## config.mk

```make
export PLATFORM = sky130hd
export DESIGN_NAME = key_filter
export DESIGN_NICKNAME = d
export VERILOG_FILES = /design/src/rtl/key_pkg.sv /design/src/rtl/sync_2ff.sv /design/src/rtl/key_filter.sv
export SDC_FILE = /design/constraint.sdc
export NUM_CORES = 1
export LEC_CHECK = 0
export ABC_AREA = 0
export BUFFER_PORTS_ARGS = -buffer_cell sky130_fd_sc_hd__buf_4
export CAP_MARGIN = 20
export CORE_ASPECT_RATIO = 1.1
export CORE_UTILIZATION = 35
export CTS_CLUSTER_DIAMETER = 50
export DETAILED_ROUTE_END_ITERATION = 8
export GPL_TIMING_DRIVEN = 0
export SETUP_SLACK_MARGIN = 0.1
export SYNTH_ARGS = -nofsm -noshare
export SYNTH_HDL_FRONTEND = slang
export SYNTH_SLANG_ARGS = --single-unit
export TNS_END_PERCENT = 30
```

## constraint.sdc

```tcl
create_clock -name sys_clk -period 5.71 [get_ports sys_clk]
set_input_delay 0.2855 -clock sys_clk [delete_from_list [all_inputs] [get_ports sys_clk]]
set_output_delay 0.2855 -clock sys_clk [all_outputs]
set_load 0.02 [all_outputs]
```

## src/rtl/key_pkg.sv

```systemverilog
// Shared definitions for the push-button debouncer: FSM state encoding,
// debounce counter width and the default timing parameters.
`timescale 1ns/1ps
package key_pkg;

  localparam int CNT_W        = 24;
  localparam int CNT_MAX_DEF  = 999_999;
  localparam int LONG_MAX_DEF = 49_999_999;

  typedef enum logic [1:0] {
    IDLE       = 2'd0,
    PRESS_FILT = 2'd1,
    DOWN       = 2'd2,
    REL_FILT   = 2'd3
  } key_state_e;

endpackage

```

## src/rtl/sync_2ff.sv

```systemverilog
// Two-flop synchronizer for one asynchronous level; both flops reset to 1
// so an idle (released, active-low) key is seen from the first cycle.
`timescale 1ns/1ps
module sync_2ff (
  input  logic clk,
  input  logic rst_n,
  input  logic d,
  output logic q
);

  logic r_meta;
  logic r_sync;

  always_ff @(posedge clk or negedge rst_n) begin
    if (!rst_n) begin
      r_meta <= 1'b1;
      r_sync <= 1'b1;
    end else begin
      r_meta <= d;
      r_sync <= r_meta;
    end
  end

  assign q = r_sync;

endmodule

```

## src/rtl/key_filter.sv

```systemverilog
// Active-low push-button debouncer: one key_flag pulse per accepted press and
// a debounced level. Optional long-press pulse enabled by KEY_LONG_PRESS_EN.
`timescale 1ns/1ps
module key_filter
  import key_pkg::*;
#(
  parameter int CNT_MAX  = CNT_MAX_DEF,
  parameter int LONG_MAX = LONG_MAX_DEF
) (
  input  logic sys_clk,
  input  logic sys_rst_n,
  input  logic key_in,
  output logic key_flag,
  output logic key_state
`ifdef KEY_LONG_PRESS_EN
  ,
  output logic long_flag
`endif
);

  localparam logic [CNT_W-1:0] CNT_HIT = CNT_W'(CNT_MAX - 1);
  localparam logic [CNT_W-1:0] CNT_SAT = '1;

  logic             w_key_s;
  key_state_e       r_state;
  key_state_e       w_state_nxt;
  logic [CNT_W-1:0] r_cnt;
  logic [CNT_W-1:0] w_cnt_nxt;
  logic [CNT_W-1:0] w_cnt_inc;
  logic             r_flag;
  logic             w_flag_nxt;
  logic             r_key_state;
  logic             w_key_state_nxt;

  sync_2ff u_sync (
    .clk   (sys_clk),
    .rst_n (sys_rst_n),
    .d     (key_in),
    .q     (w_key_s)
  );

  // The entry sample counts as sample zero, so the incremented value reaching
  // CNT_MAX-1 marks the CNT_MAX-th consecutive matching sample.
  assign w_cnt_inc = (r_cnt == CNT_SAT) ? r_cnt : r_cnt + CNT_W'(1);

  always_ff @(posedge sys_clk or negedge sys_rst_n) begin
    if (!sys_rst_n) begin
      r_state     <= IDLE;
      r_cnt       <= '0;
      r_flag      <= 1'b0;
      r_key_state <= 1'b1;
    end else begin
      r_state     <= w_state_nxt;
      r_cnt       <= w_cnt_nxt;
      r_flag      <= w_flag_nxt;
      r_key_state <= w_key_state_nxt;
    end
  end

  always_comb begin
    w_state_nxt     = r_state;
    w_cnt_nxt       = r_cnt;
    w_flag_nxt      = 1'b0;
    w_key_state_nxt = r_key_state;
    case (r_state)
      IDLE: begin
        if (!w_key_s) begin
          w_state_nxt = PRESS_FILT;
          w_cnt_nxt   = '0;
        end
      end
      PRESS_FILT: begin
        if (w_key_s) begin
          w_state_nxt = IDLE;
          w_cnt_nxt   = '0;
        end else if (w_cnt_inc == CNT_HIT) begin
          w_state_nxt     = DOWN;
          w_cnt_nxt       = '0;
          w_flag_nxt      = 1'b1;
          w_key_state_nxt = 1'b0;
        end else begin
          w_cnt_nxt = w_cnt_inc;
        end
      end
      DOWN: begin
        if (w_key_s) begin
          w_state_nxt = REL_FILT;
          w_cnt_nxt   = '0;
        end
      end
      REL_FILT: begin
        if (!w_key_s) begin
          w_state_nxt = DOWN;
          w_cnt_nxt   = '0;
        end else if (w_cnt_inc == CNT_HIT) begin
          w_state_nxt     = IDLE;
          w_cnt_nxt       = '0;
          w_key_state_nxt = 1'b1;
        end else begin
          w_cnt_nxt = w_cnt_inc;
        end
      end
      default: begin
        w_state_nxt = IDLE;
        w_cnt_nxt   = '0;
      end
    endcase
  end

  assign key_flag  = r_flag;
  assign key_state = r_key_state;

`ifdef KEY_LONG_PRESS_EN
  localparam int                LONG_W   = $clog2(LONG_MAX + 1);
  localparam logic [LONG_W-1:0] LONG_HIT = LONG_W'(LONG_MAX - 1);

  logic [LONG_W-1:0] r_lcnt;
  logic [LONG_W-1:0] w_lcnt_inc;
  logic              w_hold;
  logic              r_long;

  // Counts cycles spent continuously in DOWN; saturating past the hit value
  // keeps the pulse to once per press however long the key stays down.
  assign w_hold     = (r_state == DOWN) && !w_key_s;
  assign w_lcnt_inc = (r_lcnt > LONG_HIT) ? r_lcnt : r_lcnt + LONG_W'(1);

  always_ff @(posedge sys_clk or negedge sys_rst_n) begin
    if (!sys_rst_n) begin
      r_lcnt <= '0;
      r_long <= 1'b0;
    end else begin
      r_lcnt <= w_hold ? w_lcnt_inc : '0;
      r_long <= w_hold && (r_lcnt == LONG_HIT);
    end
  end

  assign long_flag = r_long;
`else
  // Without the long-press option only the debounce path is built.
`endif

endmodule

```

After elaboration in Yosys (flattened, before gate mapping)
Cells that the tools add are included.
- flip-flop bits (word level): 30
- input bits: 3
- output and inout port bits: 2
- logic and storage cells: 47
- add/subtract/negate cells: 1
- equal/unequal tests: 13
- multiplexer cells: 22
- reduce and logical (&&, ||, !) cells: 5
- operators with widths (kind ; number):
    24-bit 2-to-1 mux ; 6
    24-bit one-hot mux with 4 select lines ; 1
    24-bit by 1-bit adder with 24-bit output (second input constant) ; 1
    24-bit by 20-bit == test with 1-bit output (second input constant) ; 1
    24-bit == test (second input constant) ; 1
    2-bit 2-to-1 mux ; 6
    2-bit != test (second input constant) ; 4
    2-bit one-hot mux with 4 select lines ; 1
    1-bit 2-to-1 mux ; 7
    5-bit AND reduction ; 1
    2-bit == test (second input constant) ; 2
    2-bit by 1-bit != test with 1-bit output (second input constant) ; 2
    4-bit AND reduction ; 1
    3-bit by 2-bit != test with 1-bit output (second input constant) ; 1
    3-bit != test (second input constant) ; 1
    2-bit by 1-bit == test with 1-bit output (second input constant) ; 1
    2-bit zero test ; 1
    1-bit one-hot mux with 2 select lines ; 1
    2-bit AND reduction ; 1
    2-bit nonzero test ; 1

Logic depth before layout (Yosys ltp)
Gate-level depths: netlist of the first run.
- depth in word-level cells: 6
- depth in mapped cells: 11
- depth with buffers taken out: 9

By module
From an unflattened synthesis of the first run, not the netlist that was laid out.
- cells, all modules: 278
- area, all modules: 2168.3 sq um
- by module, submodules not included (module ; times used ; cells an instance ; area an instance (sq um) ; sequential area each (sq um)):
    key_filter ; 1 ; 276 ; 2115.8 ; 701.9
    sync_2ff ; 1 ; 2 ; 52.6 ; 52.6

Least setup slack after synthesis of the first run
No wires, ideal clock.
- path kind: reg2reg
- from: register r_cnt[1]
- to: register r_cnt[18]
- setup time: 0.134 ns
- arrival time: 2.367 ns
- required time: 5.576 ns
- slack: 3.208 ns
- cell stages (with the launch flop): 12
- path buffers: 2
- clock period less this slack: 2.502 ns
- cells stage by stage: dfrtp_1 ha_1 and3_1 buf_2 nand3_2 nor4_4 xnor2_1 and4bb_4 nand4_4 buf_4 nand4_1 o211ai_1
- cells in the longest elaborated chain, start to end: 6
- elaborated cells between the ends (all ways): 8
- classes of those cells: add/sub (1); eq/ne (2); mux (5)
- ends and longest elaborated chain (element ; RTL line ; RTL):
    start, declared ; key_filter.sv:27 ; logic [CNT_W-1:0] r_cnt;
    start signal, assigned ; key_filter.sv:54 ; r_cnt <= w_cnt_nxt;
    24-bit by 1-bit adder with 24-bit output or 24-bit == test (tied branches) ; key_filter.sv:44 ; assign w_cnt_inc = (r_cnt == CNT_SAT) ? r_cnt : r_cnt + CNT_W'(1);
    24-bit 2-to-1 mux * ; key_filter.sv:44 ;
    24-bit by 20-bit == test with 1-bit output ; key_filter.sv:76, key_filter.sv:95 ;
    24-bit 2-to-1 mux * ; key_filter.sv:76, key_filter.sv:95 ;
    24-bit 2-to-1 mux (on tied branches) ; key_filter.sv:92, key_filter.sv:73 ;
    24-bit one-hot mux with 4 select lines * ; key_filter.sv:65 ; case (r_state)
Mark *: on every way between the ends. The rest lies on a longest branch, timed or not.
A chain may end at the register's enable or synchronous reset.

Final worst setup path of the first run
- from: register r_cnt[0]
- to: register r_cnt[17]
Same word-level chain as after synthesis.

==> metrics.txt, run 1 <==
reg2reg path depth=11; Syn Inst Count=285; most frequent cells in the layout=28 x nand3_1, 27 x dfrtp_1, 25 x nand2_1; Crit. End Element=flip-flop; commonest non-fill, non-tap cell in the layout=nand3_1; Slew @ Worst Pin=0.795 ns; Inserted Clock Buffers=5; layout cell share with drive strength beyond 1=16.1%; clock insertion delay at the later pin of the skew report=0.29 ns; Primary FF master, synth=dfrtp_1; Synth Area in Adders=0.542%; Worst Hold Class=in -> reg; number of global-route vias before repair=2139; Compound-Gate Fraction of Synth Area=22.7%; Placement Setup Slack=2.71 ns; Setup Skew=0.00877 ns; DR top layer=met4; Congestion Overflow GR=0; synth warn=0; Nets=301; post-detail-place hpwl=4.60 mm; worst setup margin=2.65 ns; crit path time final=3.06 ns; drt first-iter violations=219; fin. max-slew vios=0; leading area contributor after synthesis=dfrtp_1; Reg2Reg Launch Point=r_cnt[0]$_DFFE_PN0P_; first-pass GRT wire length=10.9 mm; Area contributors post-synth=dfrtp_1 29%, nand3_1 6.1%, nand4_1 4.9%; row cnt=30; power per cell area=181 nW/um^2; metal2 WL=3.04 mm; port buffer count=4; Core ar.=6270 sq um; htree depth=2; Hold EP=u_sync.r_meta$_DFF_PN1_; die area=6920 sq um; hold_sp=key_in; Worst Hold Path Cells=1; Slew HR=45.6%; WP data required=5.86 ns; antenna fix cells=0; DR vias/cell=6.04; Period Utilization, post-route=53.6%; CP Launch Type=flip-flop; critical path type=reg -> reg; hold_ws=0.101 ns; clk slew on worst S/H paths=0.08 ns; leakage power=0.974 nW; CP arrival=3.22 ns; total iterations of the first detailed-routing run=4; mux cell area share after synthesis=0%; Post-Synthesis Cell Area=2310 sq um; Syn Nets=289; final hold vios=0; crit-path max FO=10; worst r2r dst=r_cnt[17]$_DFFE_PN0P_; fmax=0.326 GHz; largest net degree at the start of global routing=31; number of synthesized flops with an enable pin=0; worst reg2reg setup slack=2.65 ns; fillers=631; antenna viol nets, final=0; I/O Pins=5; post-synth top area share=29.3%; clk buf depth=2; Peak VDD IR=132 uV; antenna violations before repair=0; die width=79.4 um; DR WL met3=385 um; Post-synth ARST share=100%; Synth Area in XOR/XNOR=2.28%; M1 WL=2.95 mm; clk root buf=clkbuf_8; total negative slack=0 ns; DIE HEIGHT=87.2 um; Pwr Total=0.462 mW; final WL=6.49 mm; gpl congestion=0.913; Mean Syn Cell Area=8.10 sq um; routed len/inst=17.2 um; #FFs+latches synth=30; sequential area share after synthesis=32.7%; RSZ-0062 raised after global routing=false; # DRC=0; Post-Synth Simple-Gate Area=35.0%; Max-Cap Viols=0; GR Util All Layers=20.6%; outcome=completed; library cells used by synthesis=58; setup violators final=0; CTS sink count=30; Synth-to-Final Area Change=10.8%; CTS tree=yes; largest family of logic cells by synthesized area=simple AND/OR/NAND/NOR gates; initial core utilization=36.8%; DR vias=2284
-- final cells by class --
cell class                 instances  area [sq um]  area share, %
multi-input combinational        223          1400           54.6
sequential                        30           754           29.5
buffer                            22           120           4.70
tap                               80           100           3.92
clock buffer                       5          68.8           2.69
clock inverter                     3          40.0           1.57
timing repair buffer               5          40.0           1.57
inverter                          10          37.5           1.47
-- cell usage after synthesis, types with 3 or more instances --
master / count
a21oi_1: 21
a31oi_1: 4
and2_1: 4
and3_1: 6
and4_1: 5
buf_2: 9
buf_4: 7
clkbuf_1: 6
dfrtp_1: 27
dfstp_2: 3
inv_1: 10
nand2_1: 25
nand3_1: 28
nand3_2: 3
nand4_1: 18
nor2_1: 18
nor3_1: 4
o211ai_1: 4
o21ai_0: 20
o21ai_1: 3
o22ai_1: 3
or3_1: 8
xnor2_1: 6
-- worst max path at each step --
stage,startpoint,to,slack [ns],cells after the start
final,r_cnt[0]$_DFFE_PN0P_,r_cnt[17]$_DFFE_PN0P_,2.65,11
after global placement,r_cnt[0]$_DFFE_PN0P_,r_cnt[1]$_DFFE_PN0P_,2.71,10
after global routing,r_cnt[0]$_DFFE_PN0P_,r_cnt[1]$_DFFE_PN0P_,2.47,10
after CTS,r_cnt[0]$_DFFE_PN0P_,r_cnt[1]$_DFFE_PN0P_,2.69,10
after floorplan,r_cnt[1]$_DFFE_PN0P_,r_cnt[18]$_DFFE_PN0P_,3.21,11
after detailed placement,r_cnt[0]$_DFFE_PN0P_,r_cnt[6]$_DFFE_PN0P_,2.71,10
-- registers in the layout, indices dropped and copies added (netlist names), named ones only --
name / count
r_cnt: 24
key_flag: 1
r_state: 1
u_sync.q: 1
key_state: 1
u_sync.r_meta: 1
-- critical path, cell delays in order (launching register included) --
cell and delay (ns):
dfrtp_1 0.44, ha_1 0.32, and3_1 0.19, buf_2 0.20
nand3_2 0.21, nor4_4 0.37, xnor2_1 0.22, and4bb_4 0.31
nand4_4 0.18, buf_4 0.26, o211ai_1 0.10, o21ai_1 0.11
-- stage by stage --
step,std cells,util [%],area (sq um)
after floorplan,285,-,2310
after global placement,369,38.9,2440
after detailed placement,369,38.9,2440
after CTS,378,40.8,2560
after global routing,378,40.8,2560
final,378,40.8,2560
-- routing by layer --
metal  vias up  global-route usage, %
met2        66                   32.4
met3        11                   3.25
met5         -                      0
met4         0                   8.60
met1      1114                   27.9
li1       1093                      -
-- what timing repair did --
item	CTS	global route
hold buffers	1	0
resized for setup	0	0
endpoints found under the hold margin	27	0
setup buffers	0	0
-- power by group --
part | internal [mW] | switching [mW] | leakage [nW]
Clock | 0.128 | 0.0889 | 0.0579
Combinational | 0.00719 | 0.0197 | 0.511
Sequential | 0.215 | 0.00286 | 0.405
Total | 0.351 | 0.112 | 0.974
-- cells by family (layout without fill, tap and decap cells) --
family / Yosys count / after routing
AO/OA/AOI/OAI: 80 / 80
XOR/XNOR: 6 / 6
AND/OR/NAND/NOR: 136 / 136
buffers and inverters: 32 / 45
adder cells (fa/ha/maj): 1 / 1
flip-flops: 30 / 30
No activity file was read; power rests on OpenSTA's default activity.
==> run 2: changes to the inputs <==
==> constraint.sdc (replaced) <==
create_clock -name sys_clk -period 2.8 [get_ports sys_clk]
set_input_delay 0.14 -clock sys_clk [delete_from_list [all_inputs] [get_ports sys_clk]]
set_output_delay 0.14 -clock sys_clk [all_outputs]
set_load 0.02 [all_outputs]
==> metrics.txt, run 2 (synthesis gave the netlist of run 1 again) <==
Slew @ Worst Pin=0.803 ns (+0.00784 ns); Setup Skew=0.00985 ns (+0.00108 ns); crit-path max FO=8 (-2); final hold vios=0 (unchanged); critical path type=reg -> reg; Inserted Clock Buffers=5 (unchanged); CTS tree=yes; GR Util All Layers=21.3% (+0.74 points); die area=6920 sq um (unchanged); CP arrival=2.76 ns (-0.46 ns); WP data required=2.97 ns (-2.89 ns); outcome=completed; hold_ws=0.319 ns (+0.218 ns); Max-Cap Viols=0 (unchanged); final WL=6.95 mm (+7.1%); port buffer count=4 (unchanged); Peak VDD IR=273 uV (+110%); antenna fix cells=0 (unchanged); Nets=321 (+6.6%); antenna violations before repair=0 (unchanged); dpl cell area=2440 sq um (unchanged); crit path time final=2.59 ns (-0.474 ns); CP Launch Type=flip-flop; largest net degree at the start of global routing=31 (unchanged); clk slew on worst S/H paths=0.08 ns (about the same); Core ar.=6270 sq um (unchanged); clk buf depth=2 (unchanged); I/O Pins=5 (unchanged); design area=2840 sq um (+11%); Synth-to-Final Area Change=22.9%; power per cell area=336 nW/um^2 (+86%); number of flip-flops in the largest register=24 (unchanged); Slew HR=45.1% (-0.54 points); most frequent cells in the layout=28 x buf_4, 28 x nand3_1, 23 x nand2_1, 23 x dfrtp_1; fmax=0.386 GHz (+18%); fin. max-slew vios=0 (unchanged); htree depth=2 (unchanged); initial core utilization=36.8% (unchanged); clock insertion delay at the later pin of the skew report=0.29 ns (about the same); Pwr Total=0.953 mW (+110%); DIE HEIGHT=87.2 um (unchanged); setup violators final=0 (unchanged); Slowest Stage Delay on Critical Path=0.43 ns (about the same); number of global-route vias before repair=2243 (+4.9%); largest register by flop count=r_cnt; Worst Hold Class=in -> async; die width=79.4 um (unchanged); first-pass GRT wire length=11.4 mm (+4.0%); gpl congestion=0.913 (unchanged); drt first-iter violations=235 (+7.3%); slowest CP cell=dfrtp_2; total iterations of the first detailed-routing run=4 (unchanged); # DRC=0 (unchanged); most used cell along the critical path=buf_4; clk root buf=clkbuf_8; post-detail-place hpwl=4.60 mm (unchanged); Congestion Overflow GR=0 (unchanged); Period Utilization, post-route=92.5% (+39 points); fillers=597 (-5.4%); row cnt=30 (unchanged); routed len/inst=17.5 um (+1.7%); leakage power=1.09 nW (+12%); DR vias/cell=6.10 (+0.88%); Crit. End Element=flip-flop; crit path cell chain=ha_4 > and3_1 > buf_4 > nand3_4 > nor4_4 > xnor2_1 > and4bb_4 > nand4_4 > buf_4 > a31oi_1 > o21ai_1; antenna viol nets, final=0 (unchanged); layout cell share with drive strength beyond 1=24.8% (+8.7 points); CTS sink count=30 (unchanged); RSZ-0062 raised after global routing=false; DR vias=2426 (+6.2%)
==> run 2: cell types whose count changed in the layout (fill, tap and decap cells not counted), sizes merged <==
cell         before  now
buf              20   36
clkbuf           11   14
dlygate4sd3       1    2
==> run 2: final timing paths <==
check / startpoint / endpoint / slack [ns] / cells past startpoint
setup reg to reg: r_cnt[1]$_DFFE_PN0P_ / r_cnt[9]$_DFFE_PN0P_ / 0.21 / 11
min in group sys_clk: u_sync.r_meta$_DFF_PN1_ / u_sync.q$_DFF_PN1_ / 0.36 / 0
max in group asynchronous: sys_rst_n / u_sync.r_meta$_DFF_PN1_ / 2.15 / 2
setup / recovery: r_cnt[1]$_DFFE_PN0P_ / r_cnt[9]$_DFFE_PN0P_ / 0.21 / 11
hold reg to reg: u_sync.r_meta$_DFF_PN1_ / u_sync.q$_DFF_PN1_ / 0.36 / 0
hold / removal: sys_rst_n / r_cnt[18]$_DFFE_PN0P_ / 0.32 / 2
==> run 2: power breakdown <==
part | switching [mW] | total [mW] | internal [mW]
combinational | 0.0436 | 0.0645 | 0.0209
sequential | 0.00613 | 0.446 | 0.439
clock | 0.181 | 0.443 | 0.262
total | 0.231 | 0.953 | 0.722
==> run 2: through the flow <==
| step | utilization (%) | cells | worst slack, ns | TNS, ns |
|---|---|---|---|---|
| floorplan | - | 285 | 0.298 | 0 |
| global placement | 38.9 | 369 | -0.200 | -2.86 |
| detailed placement | 38.9 | 369 | -0.200 | -2.92 |
| CTS | 42.6 | 385 | 0.135 | 0 |
| global route | 45.2 | 398 | 0.0666 | 0 |
| finish | 45.2 | 398 | 0.211 | 0 |
==> run 2: worst max-delay path, delay by kind of cell (launching register included) <==
family | cells | cell delay, ns
compound gates | 2 | 0.25
xor+xnor | 1 | 0.22
fa+ha+maj | 1 | 0.19
buf+inv | 2 | 0.38
flops | 1 | 0.43
simple gates | 5 | 1.01
==> run 2: cell type report <==
class,instances,area [sq um],share of cell area (%)
multi-input cells,223,1480,52.2
flip-flops and latches,30,759,26.8
repair buffers,25,196,6.93
plain buffers,22,154,5.43
well taps,80,100,3.53
clock buffers,5,68.8,2.43
clock inverters,3,40.0,1.41
inverters,10,37.5,1.32
==> run 2: timing repair <==
action / in CTS / in global routing
hold buffers: 2 / 0
setup endpoints to repair: 25 / 23
hold endpoints to repair: 28 / 0
pin swaps: 5 / 11
gates resized for setup: 11 / 23
buffers inserted: 6 / 13
==> run 2: layer usage <==
layer | wire length (um) | vias to the layer above | track usage [%]
met5 | 0 | - | 0
met4 | 170 | 0 | 9.75
met3 | 394 | 22 | 2.93
met2 | 3280 | 101 | 33.5
met1 | 3110 | 1166 | 29.0
li1 | - | 1137 | -
